[config.mk]
export PLATFORM = sky130hd
export DESIGN_NAME = sine_seq_ctrl
export DESIGN_NICKNAME = d
export VERILOG_FILES = /design/src/rtl/sine_seq_pkg.sv /design/src/rtl/sine_phase_acc.sv /design/src/rtl/sine_seq_ctrl.sv
export SDC_FILE = /design/constraint.sdc
export NUM_CORES = 1
export LEC_CHECK = 0
export ABC_AREA = 1
export CORE_MARGIN = 1
export CORE_UTILIZATION = 60
export DETAILED_ROUTE_END_ITERATION = 8
export GPL_TIMING_DRIVEN = 1
export PLACE_DENSITY = 0.94
export SLEW_MARGIN = 0
export SYNTH_ARGS = -nofsm -noshare
export SYNTH_HDL_FRONTEND = slang
export SYNTH_SLANG_ARGS = --single-unit
[constraint.sdc]
create_clock -name clk -period 2.9 [get_ports clk]
set_clock_uncertainty 0.1 [all_clocks]
set_input_delay 0.29 -clock clk [delete_from_list [all_inputs] [get_ports clk]]
set_output_delay 0.29 -clock clk [all_outputs]
set_load 0.1 [all_outputs]
[src/rtl/sine_seq_pkg.sv]
// -----------------------------------------------------------------------------
// sine_seq_pkg
// Shared types and constants for the sine LUT sequencer.
//   seq_state_t  : sequencer state encoding (IDLE, RUN, DRAIN)
//   QUAD_DIV     : a quarter period of the LUT is LUT_SIZE / QUAD_DIV entries
//   quad_offset  : index offset that turns a sine index into a cosine index
// -----------------------------------------------------------------------------
package sine_seq_pkg;

    typedef enum logic [1:0] {
        IDLE  = 2'd0,
        RUN   = 2'd1,
        DRAIN = 2'd2
    } seq_state_t;

    localparam int QUAD_DIV = 4;

    function automatic int quad_offset(input int lut_size);
        return lut_size / QUAD_DIV;
    endfunction

endpackage

[src/rtl/sine_phase_acc.sv]
// -----------------------------------------------------------------------------
// sine_phase_acc
// Phase accumulator for the sine sequencer. Holds the phase register, adds the
// step on every issued sample (wrapping mod 2^PHASE_WIDTH) and exposes the top
// SEL_WIDTH bits as the LUT index.
// Ports:
//   clk       in   clock, posedge
//   rst       in   asynchronous active-low reset
//   load      in   load phase from load_val (start of a run)
//   load_val  in   start phase
//   adv       in   advance phase by step
//   step      in   phase increment
//   index     out  phase[PHASE_WIDTH-1 -: SEL_WIDTH]
// -----------------------------------------------------------------------------
module sine_phase_acc #(
    parameter int PHASE_WIDTH = 16,
    parameter int SEL_WIDTH   = 5
) (
    input  logic                   clk,
    input  logic                   rst,
    input  logic                   load,
    input  logic [PHASE_WIDTH-1:0] load_val,
    input  logic                   adv,
    input  logic [PHASE_WIDTH-1:0] step,
    output logic [SEL_WIDTH-1:0]   index
);

    logic [PHASE_WIDTH-1:0] phase;

    always_ff @(posedge clk or negedge rst) begin
        if (!rst) begin
            phase <= '0;
        end else if (load) begin
            phase <= load_val;
        end else if (adv) begin
            phase <= phase + step;
        end
    end

    assign index = phase[PHASE_WIDTH-1 -: SEL_WIDTH];

endmodule

[src/rtl/sine_seq_ctrl.sv]
// -----------------------------------------------------------------------------
// sine_seq_ctrl
// Sequencer for a sine lookup table with one cycle of registered latency.
// Runs a phase accumulator, drives the LUT index and flags with out_valid the
// cycles in which the LUT output holds a valid sample. Supports bursts of
// cfg_count samples or continuous runs (cfg_count == 0). Configuration is
// accepted only while idle.
//
// Optional build macro SINE_SEQ_COS_EN adds lut_index_cos, a quarter-period
// shifted copy of lut_index for a second (cosine) LUT instance.
//
// Ports:
//   clk            in   clock, posedge
//   rst            in   asynchronous active-low reset
//   cfg_valid      in   config write request
//   cfg_ready      out  high only in IDLE
//   cfg_step       in   phase increment per sample
//   cfg_phase0     in   start phase
//   cfg_count      in   samples per burst, 0 = continuous
//   start          in   pulse, begins a run from IDLE
//   stop           in   pulse, ends a run early
//   lut_index      out  LUT index
//   out_valid      out  LUT output is a valid sample this cycle
//   out_ready      in   consumer accepts the sample
//   busy           out  not IDLE
//   done           out  one-cycle pulse when a run finishes
//   lut_index_cos  out  (SINE_SEQ_COS_EN only) lut_index + LUT_SIZE/4
//
// state | meaning
// IDLE  | waiting for start, config writes accepted
// RUN   | issuing samples whenever the output slot is free or being consumed
// DRAIN | no new issues, waiting for the last shown sample to be accepted
// -----------------------------------------------------------------------------
module sine_seq_ctrl
    import sine_seq_pkg::*;
#(
    parameter int LUT_SIZE    = 32,
    parameter int SEL_WIDTH   = $clog2(LUT_SIZE),
    parameter int PHASE_WIDTH = 16,
    parameter int CNT_WIDTH   = 16
) (
    input  logic                   clk,
    input  logic                   rst,
    input  logic                   cfg_valid,
    output logic                   cfg_ready,
    input  logic [PHASE_WIDTH-1:0] cfg_step,
    input  logic [PHASE_WIDTH-1:0] cfg_phase0,
    input  logic [CNT_WIDTH-1:0]   cfg_count,
    input  logic                   start,
    input  logic                   stop,
    output logic [SEL_WIDTH-1:0]   lut_index,
    output logic                   out_valid,
    input  logic                   out_ready,
    output logic                   busy,
    output logic                   done
`ifdef SINE_SEQ_COS_EN
    ,
    output logic [SEL_WIDTH-1:0]   lut_index_cos
`endif
);

    seq_state_t state;
    seq_state_t state_nxt;

    logic [PHASE_WIDTH-1:0] step_q;
    logic [PHASE_WIDTH-1:0] phase0_q;
    logic [CNT_WIDTH-1:0]   count_q;
    logic [CNT_WIDTH-1:0]   remaining;
    logic [SEL_WIDTH-1:0]   shown_idx;
    logic [SEL_WIDTH-1:0]   phase_idx;

    logic adv;
    logic issue;
    logic last_issue;
    logic drain_exit;
    logic start_go;

    sine_phase_acc #(
        .PHASE_WIDTH (PHASE_WIDTH),
        .SEL_WIDTH   (SEL_WIDTH)
    ) u_phase_acc (
        .clk      (clk),
        .rst      (rst),
        .load     (start_go),
        .load_val (phase0_q),
        .adv      (issue),
        .step     (step_q),
        .index    (phase_idx)
    );

    // State register
    always_ff @(posedge clk or negedge rst) begin
        if (!rst) begin
            state <= IDLE;
        end else begin
            state <= state_nxt;
        end
    end

    // Next-state logic
    always_comb begin
        state_nxt = state;
        case (state)
            IDLE:    if (start_go)              state_nxt = RUN;
            RUN:     if (stop || last_issue)    state_nxt = DRAIN;
            DRAIN:   if (drain_exit)            state_nxt = IDLE;
            default:                            state_nxt = IDLE;
        endcase
    end

    // Output / control decode. Stop beats an issue in the same cycle so a
    // stopped run never emits one extra sample.
    always_comb begin
        cfg_ready  = (state == IDLE);
        busy       = (state != IDLE);
        start_go   = (state == IDLE) && start;
        adv        = (state == RUN) && (!out_valid || out_ready);
        issue      = adv && !stop;
        last_issue = issue && (count_q != '0) && (remaining == CNT_WIDTH'(1));
        drain_exit = (state == DRAIN) && (!out_valid || out_ready);
    end

    // While a sample is stalled the LUT must keep re-reading the same entry,
    // because its output register reloads every cycle.
    assign lut_index = (out_valid && !out_ready) ? shown_idx : phase_idx;

`ifdef SINE_SEQ_COS_EN
    // Power-of-two LUT: natural wrap of the SEL_WIDTH sum is the modulo.
    assign lut_index_cos = lut_index + SEL_WIDTH'(quad_offset(LUT_SIZE));
`endif

    // Configuration, burst counter and output handshake
    always_ff @(posedge clk or negedge rst) begin
        if (!rst) begin
            step_q    <= '0;
            phase0_q  <= '0;
            count_q   <= '0;
            remaining <= '0;
            shown_idx <= '0;
            out_valid <= 1'b0;
            done      <= 1'b0;
        end else begin
            if (cfg_valid && cfg_ready) begin
                step_q   <= cfg_step;
                phase0_q <= cfg_phase0;
                count_q  <= cfg_count;
            end

            if (start_go) begin
                remaining <= count_q;
            end else if (issue && (count_q != '0)) begin
                remaining <= remaining - CNT_WIDTH'(1);
            end

            if (issue) begin
                shown_idx <= lut_index;
                out_valid <= 1'b1;
            end else if (out_valid && out_ready) begin
                out_valid <= 1'b0;
            end

            done <= drain_exit;
        end
    end

endmodule

# Word level (Yosys, flattened, before mapping)
# Index checks and enable logic that the tools add are counted.
[word_totals]
reg_bits = 89
word_cells = 49
out_inout_bits = 9
input_bits = 54
[op_classes]
n_reduce_logical = 21
addsub = 2
n_eq_ne = 6
n_mux = 11
[op_table]
columns = ["operator", "count"]
rows = [
  ["$mux W16", 4],
  ["$add A16 B16 Y16", 1],
  ["$eq A16 B1 Y1 const B", 1],
  ["$reduce_bool A16 Y1", 1],
  ["$sub A16 B1 Y16 const B", 1],
  ["$logic_and A1 B1 Y1", 9],
  ["$reduce_bool A2 Y1", 4],
  ["$mux W2", 3],
  ["$pmux W2 S3", 1],
  ["$mux W5", 1],
  ["$ne A2 B2 Y1 const B", 2],
  ["$logic_not A1 Y1", 3],
  ["$reduce_and A3 Y1", 1],
  ["$eq A2 B1 Y1 const B", 1],
  ["$eq A2 B2 Y1 const B", 1],
  ["$logic_not A2 Y1", 1],
  ["$logic_or A1 B1 Y1", 2],
  ["$mux W1", 2],
  ["$ne A2 B1 Y1 const B", 1],
]

# Logic depth before layout (Yosys ltp)
# Gate-level depths: netlist of the first run.
[depth]
depth_word = 9
ltp_mapped = 11
depth_no_buf = 11

# Hierarchy
# From an unflattened synthesis of the first run, not the netlist that was laid out.
[unflattened]
cells_unflattened = 601
hier_area_um2 = 5139.9
[modules_own_cells]
columns = ["module", "cells_per_inst", "area_each_um2", "instances", "seq_area_each_um2"]
rows = [
  ["sine_seq_ctrl", 351, 3505.9, 1, 1826.8],
  ["sine_phase_acc", 250, 1634.1, 1, 400.4],
]

# Worst setup path before layout of the first run
# No wires, ideal clock.
[synth_timing]
path_type = "register -> output"
startpoint = "register out_valid"
endpoint = "output lut_index[0]"
slack_ns = -0.743
arrival_time_ns = 3.253
stages_incl_launch_ff = 5
t_required_ns = 2.510
n_path_buf = 1
cell_sequence = "dfrtp_1 inv_1 nor2_2 clkbuf_1 o21ai_0"
[synth_via]
elab_chain_cells = 2
[synth_lines]
columns = ["element", "line_no", "source"]
rows = [
  ["from (decl)", "sine_seq_ctrl.sv:52", "output logic out_valid,"],
  ["from (signal assigned)", "sine_seq_ctrl.sv:140", "out_valid <= 1'b0;"],
  ["from (signal assigned)", "sine_seq_ctrl.sv:157", "out_valid <= 1'b1;"],
  ["from (signal assigned)", "sine_seq_ctrl.sv:159", "out_valid <= 1'b0;"],
  ["$logic_and A1 B1 Y1", "sine_seq_ctrl.sv:125", "assign lut_index = (out_valid && !out_ready) ? shown_idx : phase_idx;"],
  ["$mux W5", "sine_seq_ctrl.sv:125", ""],
  ["to (decl)", "sine_seq_ctrl.sv:51", "output logic [SEL_WIDTH-1:0] lut_index,"],
]
# No other way between the ends.

# Worst setup path after layout of the first run
[layout_timing]
startpoint = "register step_q[0]"
endpoint = "register u_phase_acc.phase[12]"
[layout_via]
elab_chain_cells = 3
[layout_lines]
columns = ["element", "line_no", "source"]
rows = [
  ["from (decl)", "sine_seq_ctrl.sv:65", "logic [PHASE_WIDTH-1:0] step_q;"],
  ["from (signal assigned)", "sine_seq_ctrl.sv:144", "step_q <= cfg_step;"],
  ["$add A16 B16 Y16", "sine_phase_acc.sv:36", "phase <= phase + step;"],
  ["$mux W16", "sine_phase_acc.sv:35", "end else if (adv) begin"],
  ["$mux W16", "sine_phase_acc.sv:33", "end else if (load) begin"],
  ["to (signal assigned)", "sine_phase_acc.sv:34", "phase <= load_val;"],
  ["to (signal assigned)", "sine_phase_acc.sv:36", ""],
  ["to (decl)", "sine_phase_acc.sv:28", "logic [PHASE_WIDTH-1:0] phase;"],
]
# No other way between the ends. The select of a mux whose other input is x is not followed.
# A chain may end at the register's enable or synchronous reset.

==> metrics, run 1 <==
status=complete, no violations; Logic pwr share=54.4%; vias in the first global route=4291; Static Leak=between 2 and 3 nW; #FFs+latches synth=89; clk slew on worst S/H paths=0.09 ns; crit end category=flop; largest net degree at the start of global routing=90; HP Class=input port to asynchronous set/reset pin; max-slew violations=0; share of cells above drive strength 1=12.8%; Post-Route WL=11.1 mm; Arr. time, crit path=2.21 ns; synthesis-to-finish area growth=18.6%; antenna viol nets, final=0; Seq/Total Area, Yosys=45.1%; max_cap viols=0; Switch Pwr=3.36 mW; DR vias/cell=5.53; Worst IR Drop VDD=approximately 0.52 mV; post-synth top area share=a little under half; most frequent cell after synthesis=nand2_1; IO Port Bufs=62; Slew @ Worst Pin=1.09 ns; Longest Clk Path Bufs=2; Setup Buffers After CTS=0; unrepaired setup endpoints after global routing=no; Top Ports=between 60 and 70; Synth Warn #=0; Pre-antenna DRT Iters=6; PnR worst setup slack=0.880 ns; die area=0.00860 mm²; number of fill cells=575; clock share of power=13.8%; Setup CP Type=flop to flop; EDFF count, synth=0; drt wl/cell=14.6 µm; Sw Share=46.4%; Clock Latency Late Sink=0.36 ns; Synth Flop Type=dfrtp_1; Post-synth top cells=178 x nand2_1, 89 x dfrtp_1, 67 x inv_1; distinct cell type count of the synthesized netlist=31; initial antenna violation count=0; fmax=495 MHz; PwrDens=~1200 mW/mm²; synthesized cell area=roughly 0.0049 mm²; Critical Path Source Type=flop; Tmin final=2.02 ns; RePlAce Congestion=0.928; root buf cell=clkbuf_8; syn avg cell area=8.36 µm²; Antenna Diode Count=0; synth top area cells=dfrtp_1 45%, nand2_1 14%, mux2_2 9.8%; clock net sink count=89; area taken by multi-input logic gates=0.00236 mm²; Total Power=7.25 mW; GRT Residual Overflow=0; Place WS=approximately 0.78 ns; post-CTS sizing=0; DRC violations left=0; H-tree depth=3; CTS Hold Bufs=0; Yosys top cell by area=dfrtp_1; Post-DP Area=0.00563 mm²; CTS tree=built; final period utilization=69.7%; first-pass GRT wire length=between 15 and 20 mm; chip height=92.7 µm; DR iter-0 viols=about 260; worst endpoint required time=3.09 ns; # setup viols final=0; FFs w/ async S/R, synth=100%; Final Net Count=726; Worst Path Max Fanout=3; Register Area=0.00223 mm²; Int Power=3.88 mW; Synth Instances=591; All-Layer GR Usage=28.5%; Net Count, Synth=663; Rows=32; Initial Util=63.0%; design area=0.00586 mm²; via count=4202; core area=0.00785 mm²; cts bufs inserted=9; Post-DP HPWL=7.92 mm; Reg power frac=31.8%; Die X=92.7 µm; Hold Violations, Final=0; Slew headroom=27.0%
cells by family after synthesis:
group,count (synthesis),share of synthesized area [%]
buffers and inverters,87,7.14
muxes,46,10.5
DFF,89,45.1
adders and majority gates,18,4.71
and+or+nand+nor,296,25.3
xor gates and xnor gates,16,2.84
AOI/OAI and AO/OA,39,4.41
metal layers:
layer | vias to the layer above | track usage (%) | routed length [µm]
li1 | 2014 | - | -
met1 | 2009 | 36.6 | 4820
met2 | 158 | 49.0 | 5500
met3 | 21 | 3.78 | 573
met4 | 0 | 11.3 | 200
met5 | - | 0 | 0
per-stage QoR:
step | instances | hold WS [ns] | setup TNS (ns) | utilization [%]
2_1_floorplan | 591 | -0.106 | -3.72 | -
3_3_place_gp | 745 | 0.371 | 0 | 71.7
3_5_place_dp | 745 | 0.379 | 0 | 71.7
4_1_cts | 760 | 0.0856 | 0 | 74.6
5_1_grt | 760 | 0.136 | 0 | 74.6
6_report | 760 | 0.0379 | 0 | 74.6
power by group through the flow:
stage	Sequential (mW)	Combinational, mW	Clock [mW]
finish	2.30	3.94	0.999
global route	2.38	4.40	1.07
CTS	2.30	3.91	1.01
detailed placement	2.32	3.84	0
global placement	2.28	3.67	0
floorplan	2.24	3.02	0
path summary, 6_finish.rpt:
path	from	end	slack [ns]	cells after the start
setup / recovery	step_q[0]$_DFFE_PN0P_	u_phase_acc.phase[12]$_DFFE_PN0P_	0.88	9
setup reg to reg	step_q[0]$_DFFE_PN0P_	u_phase_acc.phase[12]$_DFFE_PN0P_	0.88	9
hold / removal	rst	step_q[13]$_DFFE_PN0P_	0.04	1
min in group clk	u_phase_acc.phase[0]$_DFFE_PN0P_	u_phase_acc.phase[0]$_DFFE_PN0P_	0.39	2
hold reg to reg	u_phase_acc.phase[0]$_DFFE_PN0P_	u_phase_acc.phase[0]$_DFFE_PN0P_	0.39	2
max in group asynchronous	rst	remaining[1]$_DFFE_PN0P_	1.96	1
worst max-delay path: stages, from the launching register on:
cell     delay (ns)
dfrtp_1        0.40
ha_1           0.26
fa_1           0.46
nand3_1        0.12
nand3_1        0.16
nand3_1        0.16
nand3_1        0.09
nand2_1        0.08
nand3_1        0.08
nand2_1        0.07
cell usage in the layout, fill, tap and decap left out, drive strengths merged, types with 5 or more instances in the layout:
cell type	netlist	routed
nand3	64	64
xnor2	11	11
clkbuf	2	10
nor2	42	42
a21oi	12	12
o21ai	19	19
buf	14	16
inv	71	71
dfrtp	89	89
clkdlybuf4s50	0	52
nand2	180	180
xor2	5	5
mux2	46	46
ha	17	17
registers in the layout, indices dropped and copies added (netlist names):
| signal | flops |
|---|---|
| phase0_q | 16 |
| shown_idx | 5 |
| step_q | 16 |
| state | 2 |
| done | 1 |
| out_valid | 1 |
| count_q | 16 |
| u_phase_acc.phase | 16 |
| remaining | 16 |
area by class of cell:
class / instances / area share (%)
clock buffers: 10 / 2.18
clock inverters: 5 / 1.79
inverters: 71 / 4.55
multi-input cells: 415 / 40.3
flip-flops and latches: 89 / 38.0
well taps: 102 / 2.18
repair buffers: 68 / 10.9
Note: power is estimated with default switching activity, not from simulation.
==> run 2, diff against run 1 <==
CORE_UTILIZATION = 56   (was 60)
PLACE_DENSITY = 0.89   (was 0.94)
clock period = 2.1 ns   (was 2.9 ns; I/O delays follow)
==> metrics, run 2 (synthesized netlist as in run 1, its figures left out) <==
first-pass GRT wire length=17.8 mm (-7.6%); Rows=33 (+3.1%); worst endpoint required time=2.25 ns (-0.84 ns); crit end category=flop; IO Port Bufs=62 (unchanged); RR Startpoint=step_q[0]$_DFFE_PN0P_; share of cells above drive strength 1=14.2% (+1.4 points); Clock Latency Late Sink=0.36 ns (about the same); status=complete, no violations; Post-Route WL=10.4 mm (-6.2%); cts bufs inserted=9 (unchanged); Static Leak=2.88 nW (+1.4%); synthesis-to-finish area growth=20.5%; max_cap viols=0 (unchanged); Critical Path Most Common Cell=nand3_1; Final Net Count=730 (+0.55%); initial antenna violation count=0 (unchanged); All-Layer GR Usage=25.2% (-3.3 points); clock net sink count=89 (unchanged); design area=0.00595 mm² (+1.6%); DR iter-0 viols=234 (-9.3%); cell chain of the critical path=ha_1 > fa_1 > nand3_1 > nand3_1 > nand2_1 > nand4_1 > nand3_1 > nand3_1; Post-DP HPWL=7.66 mm (-3.3%); Post-DP Area=0.00576 mm² (+2.5%); die area=0.00920 mm² (+7.0%); chip height=95.9 µm (+3.4%); Buf+Inv Stages, Crit Path=0 (unchanged); most common cell after layout, fill and taps aside=nand2_1; Slew headroom=68.7% (+42 points); Arr. time, crit path=2.10 ns (-0.11 ns); Critical Path Source Type=flop; max-slew violations=0 (unchanged); Tmin final=1.95 ns (-0.0693 ns); PnR worst setup slack=0.149 ns (-0.731 ns); PwrDens=1660 mW/mm² (+34%); clk slew on worst S/H paths=0.09 ns (about the same); CTS tree=built; core area=0.00838 mm² (+6.8%); # setup viols final=0 (unchanged); root buf cell=clkbuf_8; final period utilization=92.9% (+23 points); Longest Clk Path Bufs=2 (unchanged); Worst IR Drop VDD=0.753 mV (+45%); H-tree depth=3 (unchanged); critical path's top delay family=adder cells; DR vias/cell=5.42 (-2.1%); Pre-antenna DRT Iters=5 (-1); RePlAce Congestion=0.879 (-5.2%); GRT Residual Overflow=0 (unchanged); HP Class=input port to asynchronous set/reset pin; via count=4159 (-1.0%); CP max stage delay=0.46 ns (about the same); largest net degree at the start of global routing=90 (unchanged); Crit-path slowest cell=fa_1; DRC violations left=0 (unchanged); most frequent cells in the layout=177 x nand2_1, 88 x dfrtp_1, 67 x inv_1, 63 x nand3_1, 52 x clkdlybuf4s50_1; Slew @ Worst Pin=0.469 ns (-0.625 ns); Setup CP Type=flop to flop; drt wl/cell=13.6 µm (-7.1%); post-CTS sizing=0 (unchanged); antenna viol nets, final=0 (unchanged); Initial Util=58.9% (-4.0 points); Place WS=0.106 ns (-0.669 ns); vias in the first global route=3958 (-7.8%); CP startpoint=step_q[0]$_DFFE_PN0P_; Antenna Diode Count=0 (unchanged); Worst Path Max Fanout=3 (unchanged); Top Ports=63 (unchanged); Hold Violations, Final=0 (unchanged); Die X=95.9 µm (+3.4%); fmax=513 MHz (+3.6%); unrepaired setup endpoints after global routing=no
## run 2: cell types whose count changed in the layout (fill, tap and decap cells not counted), moves of 2 or more
cell | before | now
inv_6 | 0 | 2
buf_12 | 0 | 7
bufinv_16 | 3 | 0
buf_4 | 16 | 12
o21ai_0 | 19 | 14
o21ai_2 | 0 | 5
## run 2: worst paths after layout
path,end,slack [ns],cells past startpoint
setup reg to reg,u_phase_acc.phase[8]$_DFFE_PN0P_,0.15,8
setup / recovery,u_phase_acc.phase[8]$_DFFE_PN0P_,0.15,8
hold reg to reg,u_phase_acc.phase[0]$_DFFE_PN0P_,0.40,2
max in group asynchronous,out_valid$_DFFE_PN0P_,1.20,3
hold / removal,step_q[10]$_DFFE_PN0P_,0.30,3
min in group clk,count_q[8]$_DFFE_PN0P_,0.35,2
## run 2: stage by stage
stage	TNS (ns)	power [mW]	utilization, %	instances	hold WS (ns)
floorplan	-0.291	7.31	-	591	-0.186
global placement	0	8.47	68.8	751	0.181
detailed placement	0	8.72	68.8	751	0.186
CTS	0	9.87	71.0	768	0.338
global route	0	10.7	71.0	768	0.346
finish	0	9.89	71.0	768	0.297
## run 2: routing by layer
layer	vias up	global-route usage (%)	routed length (µm)	share of wire, %
met4	0	10.6	156	1.5
met5	-	0	0	0
li1	2035	-	-	-
met1	1974	33.7	4630	44
met2	132	40.8	5100	49
met3	18	4.11	528	5.1
## run 2: cell type report
class | count | area (µm²)
fillers | 614 | 2430
multi-input cells | 415 | 2390
flip-flops and latches | 89 | 2230
repair buffers | 72 | 761
inverters | 71 | 267
well taps | 105 | 131
clock buffers | 10 | 128
clock inverters | 6 | 50.0
## run 2: what timing repair did
action / in CTS / in global routing
hold buffers: 1 / 0
setup endpoints to repair: 0 / 0
buffers inserted: 0 / 0
endpoints found under the hold margin: 89 / 0
## run 2: worst reg2reg max path: stages, from the launching register on
cell     delay, ns
dfrtp_1       0.40
ha_1          0.24
fa_1          0.46
nand3_1       0.13
nand3_1       0.15
nand2_1       0.13
nand4_1       0.08
nand3_1       0.09
nand3_1       0.07
## run 2: power breakdown
group | total, mW | switching (mW) | leakage [nW] | internal [mW]
combinational | 5.62 | 3.42 | 1.73 | 2.21
clock | 1.09 | 0.640 | 0.0892 | 0.447
sequential | 3.18 | 0.615 | 1.06 | 2.56
==> run 3, diff against run 2 <==
clock period = 1.8 ns   (was 2.1 ns; I/O delays follow)
==> metrics, run 3 (synthesized netlist as in run 1, its figures left out) <==
crit end category=flop; Arr. time, crit path=2.09 ns (about the same); R2R depth=9 (+1); synthesis-to-finish area growth=30.0%; cts bufs inserted=9 (unchanged); via count=4543 (+9.2%); first-pass GRT wire length=19.9 mm (+12%); Int Power=7.17 mW (+37%); clock net sink count=89 (unchanged); All-Layer GR Usage=28.2% (+3.0 points); Worst Path Max Fanout=5 (+2); Critical Path Sink=u_phase_acc.phase[9]$_DFFE_PN0P_; Rows=33 (unchanged); Antenna Diode Count=0 (unchanged); vias in the first global route=4427 (+12%); Post-Route WL=13.0 mm (+25%); core area=0.00838 mm² (unchanged); Longest Clk Path Bufs=2 (unchanged); Worst IR Drop VDD=0.882 mV (+17%); Logic pwr share=59.8% (+3.0 points); Reg2Reg Setup Slack=-0.08 ns (-0.23 ns); Post-DP HPWL=8.07 mm (+5.4%); most common cell after layout, fill and taps aside=nand2_1; max-slew violations=0 (unchanged); Switch Pwr=6.32 mW (+35%); DR iter-0 viols=342 (+46%); HP Class=input port to asynchronous set/reset pin; final period utilization=105% (+12 points); max_cap viols=0 (unchanged); most frequent cells in the layout=167 x nand2_1, 87 x dfrtp_1, 66 x inv_1, 56 x nand3_1, 52 x clkdlybuf4s50_1; GRT Residual Overflow=0 (unchanged); Critical Path Source Type=flop; chip height=95.9 µm (unchanged); Pre-antenna DRT Iters=7 (+2); Top Ports=63 (unchanged); drt wl/cell=16.7 µm (+23%); DRC violations left=0 (unchanged); # setup viols final=3 (+3); final core occ=76.6% (+5.6 points); IO Port Bufs=62 (unchanged); RePlAce Congestion=0.875 (-0.42%); worst endpoint required time=2.00 ns (-0.25 ns); initial antenna violation count=0 (unchanged); Reg power frac=28.8% (-3.4 points); largest net degree at the start of global routing=90 (unchanged); antenna viol nets, final=0 (unchanged); share of cells above drive strength 1=22.0% (+7.8 points); CTS tree=built; RR Startpoint=u_phase_acc.phase[3]$_DFFE_PN0P_; CP startpoint=u_phase_acc.phase[3]$_DFFE_PN0P_; Hold Violations, Final=0 (unchanged); PnR worst setup slack=-0.0841 ns (-0.233 ns); FF-to-FF End=u_phase_acc.phase[9]$_DFFE_PN0P_; clk slew on worst S/H paths=0.09 ns (about the same); Clock Latency Late Sink=0.36 ns (about the same); H-tree depth=3 (unchanged); Total Power=13.5 mW (+36%); Static Leak=3.02 nW (+4.6%); fmax=531 MHz (+3.5%); Slew headroom=67.6% (-1.1 points); DR vias/cell=5.83 (+7.7%); clock share of power=11.4% (+0.4 points); failing checks=setup timing; status=complete, but fails checks; Final Net Count=741 (+1.5%); Sw Share=46.8% (-0.38 points); Tmin final=1.88 ns (-0.0666 ns); die area=0.00920 mm² (unchanged); PwrDens=2100 mW/mm² (+26%); Setup CP Type=flop to flop; root buf cell=clkbuf_8; Die X=95.9 µm (unchanged); Slew @ Worst Pin=0.486 ns (+0.0163 ns); unrepaired setup endpoints after global routing=yes; Initial Util=58.9% (unchanged)
==> run 3: power groups by stage <==
stage               sequential, mW  clock [mW]  combinational (mW)
finish                        3.89        1.54                8.07
floorplan                     3.62           0                5.08
global route                  3.97        1.63                8.71
global placement              3.69           0                6.45
CTS                           3.74        1.54                7.03
detailed placement            3.76           0                6.75
==> run 3: layout make-up <==
class	instances	area, µm²
clock buffer	11	141
clock inverter	5	78.8
fill	507	1960
inverter	71	269
multi-input combinational	415	2680
sequential	89	2230
tap	105	131
timing repair buffer	83	888
==> run 3: per-layer routing <==
metal	track usage, %	up-vias	share of wire (%)
li1	-	2046	-
met1	35.0	2160	39
met2	47.7	283	50
met3	6.32	54	8.0
met4	11.4	0	3.3
met5	0	-	0
==> run 3: repair_timing <==
action / CTS / global route
buffers inserted: 1 / 3
setup endpoints to repair: 14 / 20
pin swaps: 0 / 4
hold buffers: 1 / 0
gates resized for setup: 8 / 41
endpoints found under the hold margin: 89 / 0
gates cloned: 1 / 0
==> run 3: metrics by stage <==
step / setup slack (ns) / hold slack [ns] / std cells / area (µm²) / TNS [ns]
5_1_grt: -0.162 / 0.321 / 779 / 6420 / -0.523
6_report: -0.0841 / 0.286 / 779 / 6420 / -0.113
3_3_place_gp: 0.0299 / 0.152 / 757 / 5900 / 0
4_1_cts: 0.00228 / 0.310 / 776 / 6170 / 0
3_5_place_dp: -0.0440 / 0.159 / 757 / 5900 / -0.0496
2_1_floorplan: -0.0604 / -0.216 / 591 / 5070 / -2.23
==> run 3: worst min path at each step <==
stage,from,to,slack [ns],cells past startpoint
detailed placement,rst,phase0_q[7]$_DFFE_PN0P_,0.16,2
floorplan,rst,count_q[0]$_DFFE_PN0P_,-0.22,0
CTS,cfg_count[0],count_q[0]$_DFFE_PN0P_,0.31,2
finish,rst,phase0_q[7]$_DFFE_PN0P_,0.29,3
global placement,rst,phase0_q[7]$_DFFE_PN0P_,0.15,2
global route,cfg_count[1],count_q[1]$_DFFE_PN0P_,0.32,3
==> run 3: critical path: stages (launching register included) <==
cell	delay, ns
dfrtp_1	0.42
ha_4	0.34
nand2_2	0.09
nor2_1	0.16
nand2_1	0.11
nand3_2	0.14
nand2_1	0.14
nand3b_1	0.16
nand3_1	0.10
nand2_1	0.07
